<file path="src/rtl/fpmult_arbiter.sv">
// Two-requester round-robin front end for one shared fixed-latency FP multiplier.
// Credits bound in-flight work so each requester's in-order result FIFO cannot overflow.
module fpmult_arbiter #(
  parameter int LATENCY    = 4,
  parameter int FIFO_DEPTH = 4
) (
  input  logic        clk,
  input  logic        rst,
  input  logic        req0_valid,
  output logic        req0_ready,
  input  logic [31:0] req0_a,
  input  logic [31:0] req0_b,
  input  logic        req1_valid,
  output logic        req1_ready,
  input  logic [31:0] req1_a,
  input  logic [31:0] req1_b,
  output logic        mul_in_valid,
  output logic [31:0] mul_a,
  output logic [31:0] mul_b,
  input  logic [31:0] mul_res,
  output logic        res0_valid,
  input  logic        res0_ready,
  output logic [31:0] res0_data,
  output logic        res1_valid,
  input  logic        res1_ready,
  output logic [31:0] res1_data
);

  localparam int PW = $clog2(FIFO_DEPTH);
  localparam logic [PW:0] DepthVal = (PW + 1)'(FIFO_DEPTH);
  localparam logic [PW:0] PtrOne   = (PW + 1)'(1);

  typedef enum logic {
    PRIO0,
    PRIO1
  } prio_t;

  prio_t prioQ, prioD;

  logic [1:0]  reqValid;
  logic [31:0] reqA [2];
  logic [31:0] reqB [2];
  logic [1:0]  elig;
  logic [1:0]  grant;
  logic        issue;
  logic        issueId;

  logic        mulValidQ;
  logic        mulIdQ;
  logic [31:0] mulAQ;
  logic [31:0] mulBQ;

  logic [LATENCY-1:0] tagValid;
  logic [LATENCY-1:0] tagId;
  logic        pushEn;
  logic        pushId;

  logic [PW:0] used  [2];
  logic [PW:0] wrPtr [2];
  logic [PW:0] rdPtr [2];
  logic [31:0] mem   [2][FIFO_DEPTH];
  logic [1:0]  resReady;
  logic [1:0]  resValid;
  logic [31:0] resData [2];
  logic [1:0]  popReq;

  assign reqValid = {req1_valid, req0_valid};
  assign reqA[0]  = req0_a;
  assign reqA[1]  = req1_a;
  assign reqB[0]  = req0_b;
  assign reqB[1]  = req1_b;
  assign resReady = {res1_ready, res0_ready};

  always_comb begin
    elig = '0;
    for (int unsigned i = 0; i < 2; i++) begin
      elig[i] = !rst && reqValid[i] && (used[i] < DepthVal);
    end
  end

  // Priority points at the requester not granted at the last issue.
  always_comb begin
    prioD = prioQ;
    grant = elig;
    if (elig == 2'b11) begin
      grant = (prioQ == PRIO0) ? 2'b01 : 2'b10;
    end
    if (grant[0]) begin
      prioD = PRIO1;
    end else if (grant[1]) begin
      prioD = PRIO0;
    end
  end

  always_ff @(posedge clk) begin
    if (rst) begin
      prioQ <= PRIO0;
    end else begin
      prioQ <= prioD;
    end
  end

  assign issue      = |grant;
  assign issueId    = grant[1];
  assign req0_ready = grant[0];
  assign req1_ready = grant[1];

  always_ff @(posedge clk) begin
    if (rst) begin
      mulValidQ <= 1'b0;
      mulIdQ    <= 1'b0;
      mulAQ     <= '0;
      mulBQ     <= '0;
    end else begin
      mulValidQ <= issue;
      if (issue) begin
        mulIdQ <= issueId;
        mulAQ  <= reqA[issueId];
        mulBQ  <= reqB[issueId];
      end
    end
  end

  assign mul_in_valid = !rst && mulValidQ;
  assign mul_a        = rst ? '0 : mulAQ;
  assign mul_b        = rst ? '0 : mulBQ;

  // Tags enter alongside the registered issue so the last stage lines up with mul_res.
  always_ff @(posedge clk) begin
    if (rst) begin
      tagValid <= '0;
      tagId    <= '0;
    end else begin
      tagValid[0] <= mulValidQ;
      tagId[0]    <= mulIdQ;
      for (int unsigned i = 1; i < LATENCY; i++) begin
        tagValid[i] <= tagValid[i-1];
        tagId[i]    <= tagId[i-1];
      end
    end
  end

  assign pushEn = tagValid[LATENCY-1];
  assign pushId = tagId[LATENCY-1];

  always_comb begin
    resValid = '0;
    popReq   = '0;
    for (int unsigned i = 0; i < 2; i++) begin
      resValid[i] = !rst && (wrPtr[i] != rdPtr[i]);
      resData[i]  = resValid[i] ? mem[i][rdPtr[i][PW-1:0]] : '0;
      popReq[i]   = resValid[i] && resReady[i];
    end
  end

  always_ff @(posedge clk) begin
    if (rst) begin
      for (int unsigned i = 0; i < 2; i++) begin
        wrPtr[i] <= '0;
        rdPtr[i] <= '0;
        used[i]  <= '0;
      end
    end else begin
      for (int unsigned i = 0; i < 2; i++) begin
        if (pushEn && (pushId == i[0])) begin
          wrPtr[i] <= wrPtr[i] + PtrOne;
        end
        if (popReq[i]) begin
          rdPtr[i] <= rdPtr[i] + PtrOne;
        end
        if (grant[i] && !popReq[i]) begin
          used[i] <= used[i] + PtrOne;
        end else if (!grant[i] && popReq[i]) begin
          used[i] <= used[i] - PtrOne;
        end
      end
    end
  end

  always_ff @(posedge clk) begin
    if (pushEn) begin
      mem[pushId][wrPtr[pushId][PW-1:0]] <= mul_res;
    end
  end

  assign res0_valid = resValid[0];
  assign res1_valid = resValid[1];
  assign res0_data  = resData[0];
  assign res1_data  = resData[1];

endmodule
</file>
<file path="config.mk">
export PLATFORM = sky130hd
export DESIGN_NAME = fpmult_arbiter
export DESIGN_NICKNAME = d
export VERILOG_FILES = /design/src/rtl/fpmult_arbiter.sv
export SDC_FILE = /design/constraint.sdc
export NUM_CORES = 1
export LEC_CHECK = 0
export CAP_MARGIN = 20
export CORE_UTILIZATION = 55
export DETAILED_ROUTE_END_ITERATION = 16
export GPL_ROUTABILITY_DRIVEN = 0
export PLACE_DENSITY = 0.82
export SLEW_MARGIN = 0
export SYNTH_ARGS = -nofsm -noshare
export SYNTH_HDL_FRONTEND = slang
export SYNTH_SLANG_ARGS = --single-unit
export TNS_END_PERCENT = 10
</file>
<file path="constraint.sdc">
create_clock -name clk -period 5.5 [get_ports clk]
set_input_delay 1.1 -clock clk [delete_from_list [all_inputs] [get_ports clk]]
set_output_delay 1.1 -clock clk [all_outputs]
set_load 0.1 [all_outputs]
</file>
==> impl_results.html <==
<table>
<tr><th>Metric</th><th>Value</th></tr>
<tr><th colspan="2">Outcome</th></tr>
<tr><td>Status</td><td>finished clean</td></tr>
<tr><th colspan="2">Synthesis</th></tr>
<tr><td>Area share of and/or/nand/nor cells after synthesis</td><td>12.7%</td></tr>
<tr><td>Synthesized area</td><td>14500 µm²</td></tr>
<tr><td>Compound-gate portion of the synthesized area</td><td>6.34%</td></tr>
<tr><td>Post-Synth XOR/XNOR Area</td><td>0.776%</td></tr>
<tr><td>Count of distinct cell types in the synthesized netlist</td><td>49</td></tr>
<tr><td>Average cell area after synthesis</td><td>14.9 µm²</td></tr>
<tr><td>Prevailing post-synth register cell</td><td>edfxtp_1</td></tr>
<tr><td>Number of synthesized flops with an enable pin</td><td>274</td></tr>
<tr><td>Library cell occupying the most area in the post-synthesis netlist</td><td>edfxtp_1</td></tr>
<tr><td>Post-synthesis async set-or-reset flop share</td><td>0%</td></tr>
<tr><td>Sequential element share of the synthesized area</td><td>around two thirds</td></tr>
<tr><td>Most used standard cells in the synthesized netlist</td><td>edfxtp_1 (274), nand2_1 (135), nor2_1 (81)</td></tr>
<tr><td>Share of the synthesized area in the top cell type</td><td>56.7%</td></tr>
<tr><td>Largest family of logic cells by synthesized area</td><td>simple AND/OR/NAND/NOR gates</td></tr>
<tr><td>Cell types with the largest area share after synthesis</td><td>edfxtp_1 (57%), dfxtp_1 (10%), mux4_2 (9.9%), nand2_1 (3.5%), nor2b_1 (3.1%)</td></tr>
<tr><td>Most frequently used cell type in the post-synthesis netlist</td><td>edfxtp_1</td></tr>
<tr><td>Flip-flop and latch count after synthesis</td><td>349</td></tr>
<tr><td>Number of cells produced by synthesis</td><td>972</td></tr>
<tr><td>Yosys warning count</td><td>0</td></tr>
<tr><td>Post-synth net total</td><td>between 1000 and 1500</td></tr>
<tr><td>Post-Synth Adder-Cell Area</td><td>0.656%</td></tr>
<tr><td>Proportion of synthesized area in mux cells</td><td>10.0%</td></tr>
<tr><th colspan="2">Power and ir drop</th></tr>
<tr><td>Static Leakage</td><td>6.53 nW</td></tr>
<tr><td>Power Dens Cells</td><td>405 nW/µm²</td></tr>
<tr><td>Worst VDD drop</td><td>between 0.3 and 0.4 mV</td></tr>
<tr><th colspan="2">Floorplan</th></tr>
<tr><td>Core Box Area</td><td>26000 µm²</td></tr>
<tr><td>I/O pin count</td><td>approximately 300</td></tr>
<tr><td>Starting density of the core</td><td>55.8%</td></tr>
<tr><td>Chip Width</td><td>164 µm</td></tr>
<tr><td>Die span in y</td><td>between 150 and 200 µm</td></tr>
<tr><td>Total die area</td><td>27000 µm²</td></tr>
<tr><td>Floorplan row count</td><td>59</td></tr>
<tr><th colspan="2">Drt</th></tr>
<tr><td>Remaining DRCs</td><td>0</td></tr>
<tr><td>Number of iterations in the first detailed-routing pass</td><td>5</td></tr>
<tr><td>Via density per instance</td><td>between 5 and 6</td></tr>
<tr><td>Routed len/inst</td><td>21.8 µm</td></tr>
<tr><td>Iteration-0 DRC count of the detailed router</td><td>~800</td></tr>
<tr><td>Remaining number of nets flagged by the antenna check after routing</td><td>0</td></tr>
<tr><td>Vias after detailed routing</td><td>9271</td></tr>
<tr><td>Final wirelength</td><td>approximately 35 mm</td></tr>
<tr><th colspan="2">Global routing</th></tr>
<tr><td>Largest net degree at the start of global routing</td><td>78</td></tr>
<tr><td>Overall track demand over capacity in global routing</td><td>26.1%</td></tr>
<tr><td>Remaining global-route overflow</td><td>0</td></tr>
<tr><td>Initial antenna violation count</td><td>0</td></tr>
<tr><td>Wire length of the first global-routing pass</td><td>approximately 52 mm</td></tr>
<tr><td>Via count of the first global-routing pass</td><td>9191</td></tr>
<tr><th colspan="2">STA</th></tr>
<tr><td>Smallest hold slack</td><td>0.447 ns</td></tr>
<tr><td>Measured slew at the worst slew-check pin</td><td>1.08 ns</td></tr>
<tr><td>Final TNS setup</td><td>0 ns</td></tr>
<tr><td>Setup violations, final</td><td>0</td></tr>
<tr><td>Part of the cycle the worst path needs</td><td>79.5%</td></tr>
<tr><td>Unrepaired setup endpoints after global routing</td><td>no</td></tr>
<tr><td>Fmax</td><td>229 MHz</td></tr>
<tr><td>Worst clock skew</td><td>0.0236 ns</td></tr>
<tr><td>Endpoints failing hold</td><td>0</td></tr>
<tr><td>Final Max Slew Viols</td><td>0</td></tr>
<tr><td>Relative slew margins</td><td>between 20% and 30%</td></tr>
<tr><td>Clock period minus worst slack</td><td>4.37 ns</td></tr>
<tr><th colspan="2">Min path</th></tr>
<tr><td>Origin of the worst min-delay path</td><td>tagValid[1]$_SDFF_PP0_</td></tr>
<tr><td>Hold Crit Class</td><td>reg -&gt; reg</td></tr>
<tr><td>WHS Endpoint</td><td>tagValid[2]$_SDFF_PP0_</td></tr>
<tr><td>Worst hold stages</td><td>1</td></tr>
<tr><th colspan="2">Cells and area</th></tr>
<tr><td>Utilization after layout</td><td>between 70% and 80%</td></tr>
<tr><td>Share of layout cells above drive strength 1</td><td>19.7%</td></tr>
<tr><td>Number of fill cells in the layout</td><td>1656</td></tr>
<tr><td>ANT cells</td><td>0</td></tr>
<tr><td>Relative area change from synthesis to final layout</td><td>29.3%</td></tr>
<tr><td>Number of nets in the final layout</td><td>1439</td></tr>
<tr><th colspan="2">Clock network</th></tr>
<tr><td>CTS tree</td><td>yes</td></tr>
<tr><td>Clock latency on the worst-skew pair</td><td>0.52 ns</td></tr>
<tr><td>Number of buffers added by the clock tree synthesis step</td><td>35</td></tr>
<tr><td>CTS hold repair buffers</td><td>0</td></tr>
<tr><td>H-tree depth reported by CTS</td><td>2</td></tr>
<tr><td>Count of instances resized after the clock tree is built</td><td>0</td></tr>
<tr><td>Cell at the root of the clock tree</td><td>clkbuf_16</td></tr>
<tr><td>Clock Pin Slew Worst Setup and Hold Paths</td><td>0.06 ns</td></tr>
<tr><td>Clk sink count</td><td>349</td></tr>
<tr><td>Max clock buf depth</td><td>3</td></tr>
<tr><td>Post-CTS repair timing setup buffer count</td><td>0</td></tr>
<tr><th colspan="2">Place</th></tr>
<tr><td>Half-perimeter wire length after detailed placement</td><td>22.2 mm</td></tr>
<tr><td>PortBufs</td><td>298</td></tr>
<tr><th colspan="2">Worst setup path</th></tr>
<tr><td>Most prevalent standard cell on the critical path</td><td>buf_4</td></tr>
<tr><td>Worst stage delay on the critical path</td><td>0.98 ns</td></tr>
<tr><td>Arrival time at the worst endpoint</td><td>3.27 ns</td></tr>
<tr><td>Critical path fanouts, max</td><td>77</td></tr>
<tr><td>Cell chain of the critical path</td><td>buf_4 &gt; buf_4 &gt; nor2b_1 &gt; clkdlybuf4s50_1</td></tr>
<tr><td>Worst setup path class</td><td>in -&gt; out</td></tr>
<tr><td>Terminus of the critical flop-to-flop path</td><td>used[0][2]$_SDFFCE_PN0P_</td></tr>
<tr><td>Worst Path Required</td><td>4.40 ns</td></tr>
<tr><td>Element type at the critical path end</td><td>output port</td></tr>
<tr><td>Critical Path Source Type</td><td>primary input</td></tr>
<tr><td>Startpoint of the lowest-slack register-to-register path</td><td>rdPtr[0][1]$_SDFFCE_PN0P_</td></tr>
<tr><td>Master of the slowest instance on the critical path</td><td>clkdlybuf4s50_1</td></tr>
<tr><td>Number of cells on the worst reg-to-reg path</td><td>7</td></tr>
<tr><td>Worst setup slack for register-to-register paths</td><td>2.95 ns</td></tr>
<tr><th colspan="2">Job</th></tr>
<tr><td>Max capacitance violation total</td><td>0</td></tr>
</table>
worst max path at each step:
stage,start,to
after global routing,rdPtr[0][1]$_SDFFCE_PN0P_,res0_data[12]
final,rst,mul_b[25]
after detailed placement,rst,mul_b[25]
after CTS,rst,mul_b[25]
after floorplan,rst,res0_data[22]
after global placement,rst,mul_a[31]
registers in the layout, summed over array words and instances (netlist names):
| signal | count |
|---|---|
| mem | 256 |
| mulAQ | 32 |
| mulBQ | 32 |
| rdPtr | 6 |
| used | 6 |
| wrPtr | 6 |
| tagId | 4 |
| tagValid | 4 |
| mulIdQ | 1 |
| mulValidQ | 1 |
| prioQ | 1 |
report_power, final:
| part | leakage [nW] | internal (mW) | switching (mW) |
|---|---|---|---|
| Sequential | 3.11 | 3.00 | 0.0856 |
| Clock | 0.508 | 1.25 | 0.954 |
| Combinational | 2.91 | 0.696 | 1.60 |
| Total | 6.53 | 4.95 | 2.64 |
logic make-up after synthesis:
family	after synthesis
compound gates	81
xor+xnor	12
fa+ha+maj	7
buf+inv	80
flops	349
mux	65
simple gates	378
metrics by stage:
step                      std cells  total power [mW]  area, µm²  worst slack (ns)
final                          1625              7.59      18800              1.13
after global routing           1625              7.86      18800              1.02
after CTS                      1625              7.63      18800              1.15
after detailed placement       1564              5.44      17700              1.15
after global placement         1561              5.40      17700              1.16
after floorplan                 972              4.88      14500             0.987
cell usage in the layout, fill, tap and decap left out, types with 3 or more instances in the layout:
master           synthesis  routed
edfxtp_1               274     274
and2_1                  64      64
buf_4                    4      92
inv_1                   12      12
nor3b_2                  1       3
dfxtp_1                 75      75
nor3_2                   0       3
mux4_2                  64      64
xnor2_1                 11      11
a311oi_2                30      30
nand2b_1                 7       7
clkinv_1                 0       7
clkbuf_16                0      36
a311oi_1                34      34
clkdlybuf4s50_1          0     229
nor2b_1                 73      73
clkbuf_1                39      10
ha_1                     6       6
nand3_1                  5       5
nor2_1                  81      79
nand2_1                135     134
clkinv_2                 0       4
final cells by class:
type | instances | area, µm² | share of cell area [%]
Clock inverter | 15 | 106 | 0.567
Timing Repair Buffer | 324 | 3030 | 16.2
Tap cell | 335 | 419 | 2.24
Multi-Input combinational cell | 543 | 4470 | 23.9
Sequential cell | 349 | 9730 | 51.9
Clock buffer | 46 | 938 | 5.00
Inverter | 13 | 48.8 | 0.260
worst max-delay path, delay by kind of cell:
family,cells,cell delay [ns]
buffers and inverters,3,2.04
AND/OR/NAND/NOR,1,0.09
metal layers:
metal | vias to the layer above | wire length, µm | global-route usage [%] | part of all wire [%]
li1 | 4192 | - | - | -
met2 | 401 | 18300 | 45.1 | 51
met1 | 4608 | 13600 | 33.2 | 38
met3 | 70 | 2660 | 4.95 | 7.5
met4 | 0 | 937 | 9.09 | 2.6
met5 | - | 0 | 0 | 0
(Power assumes the default switching activity.)
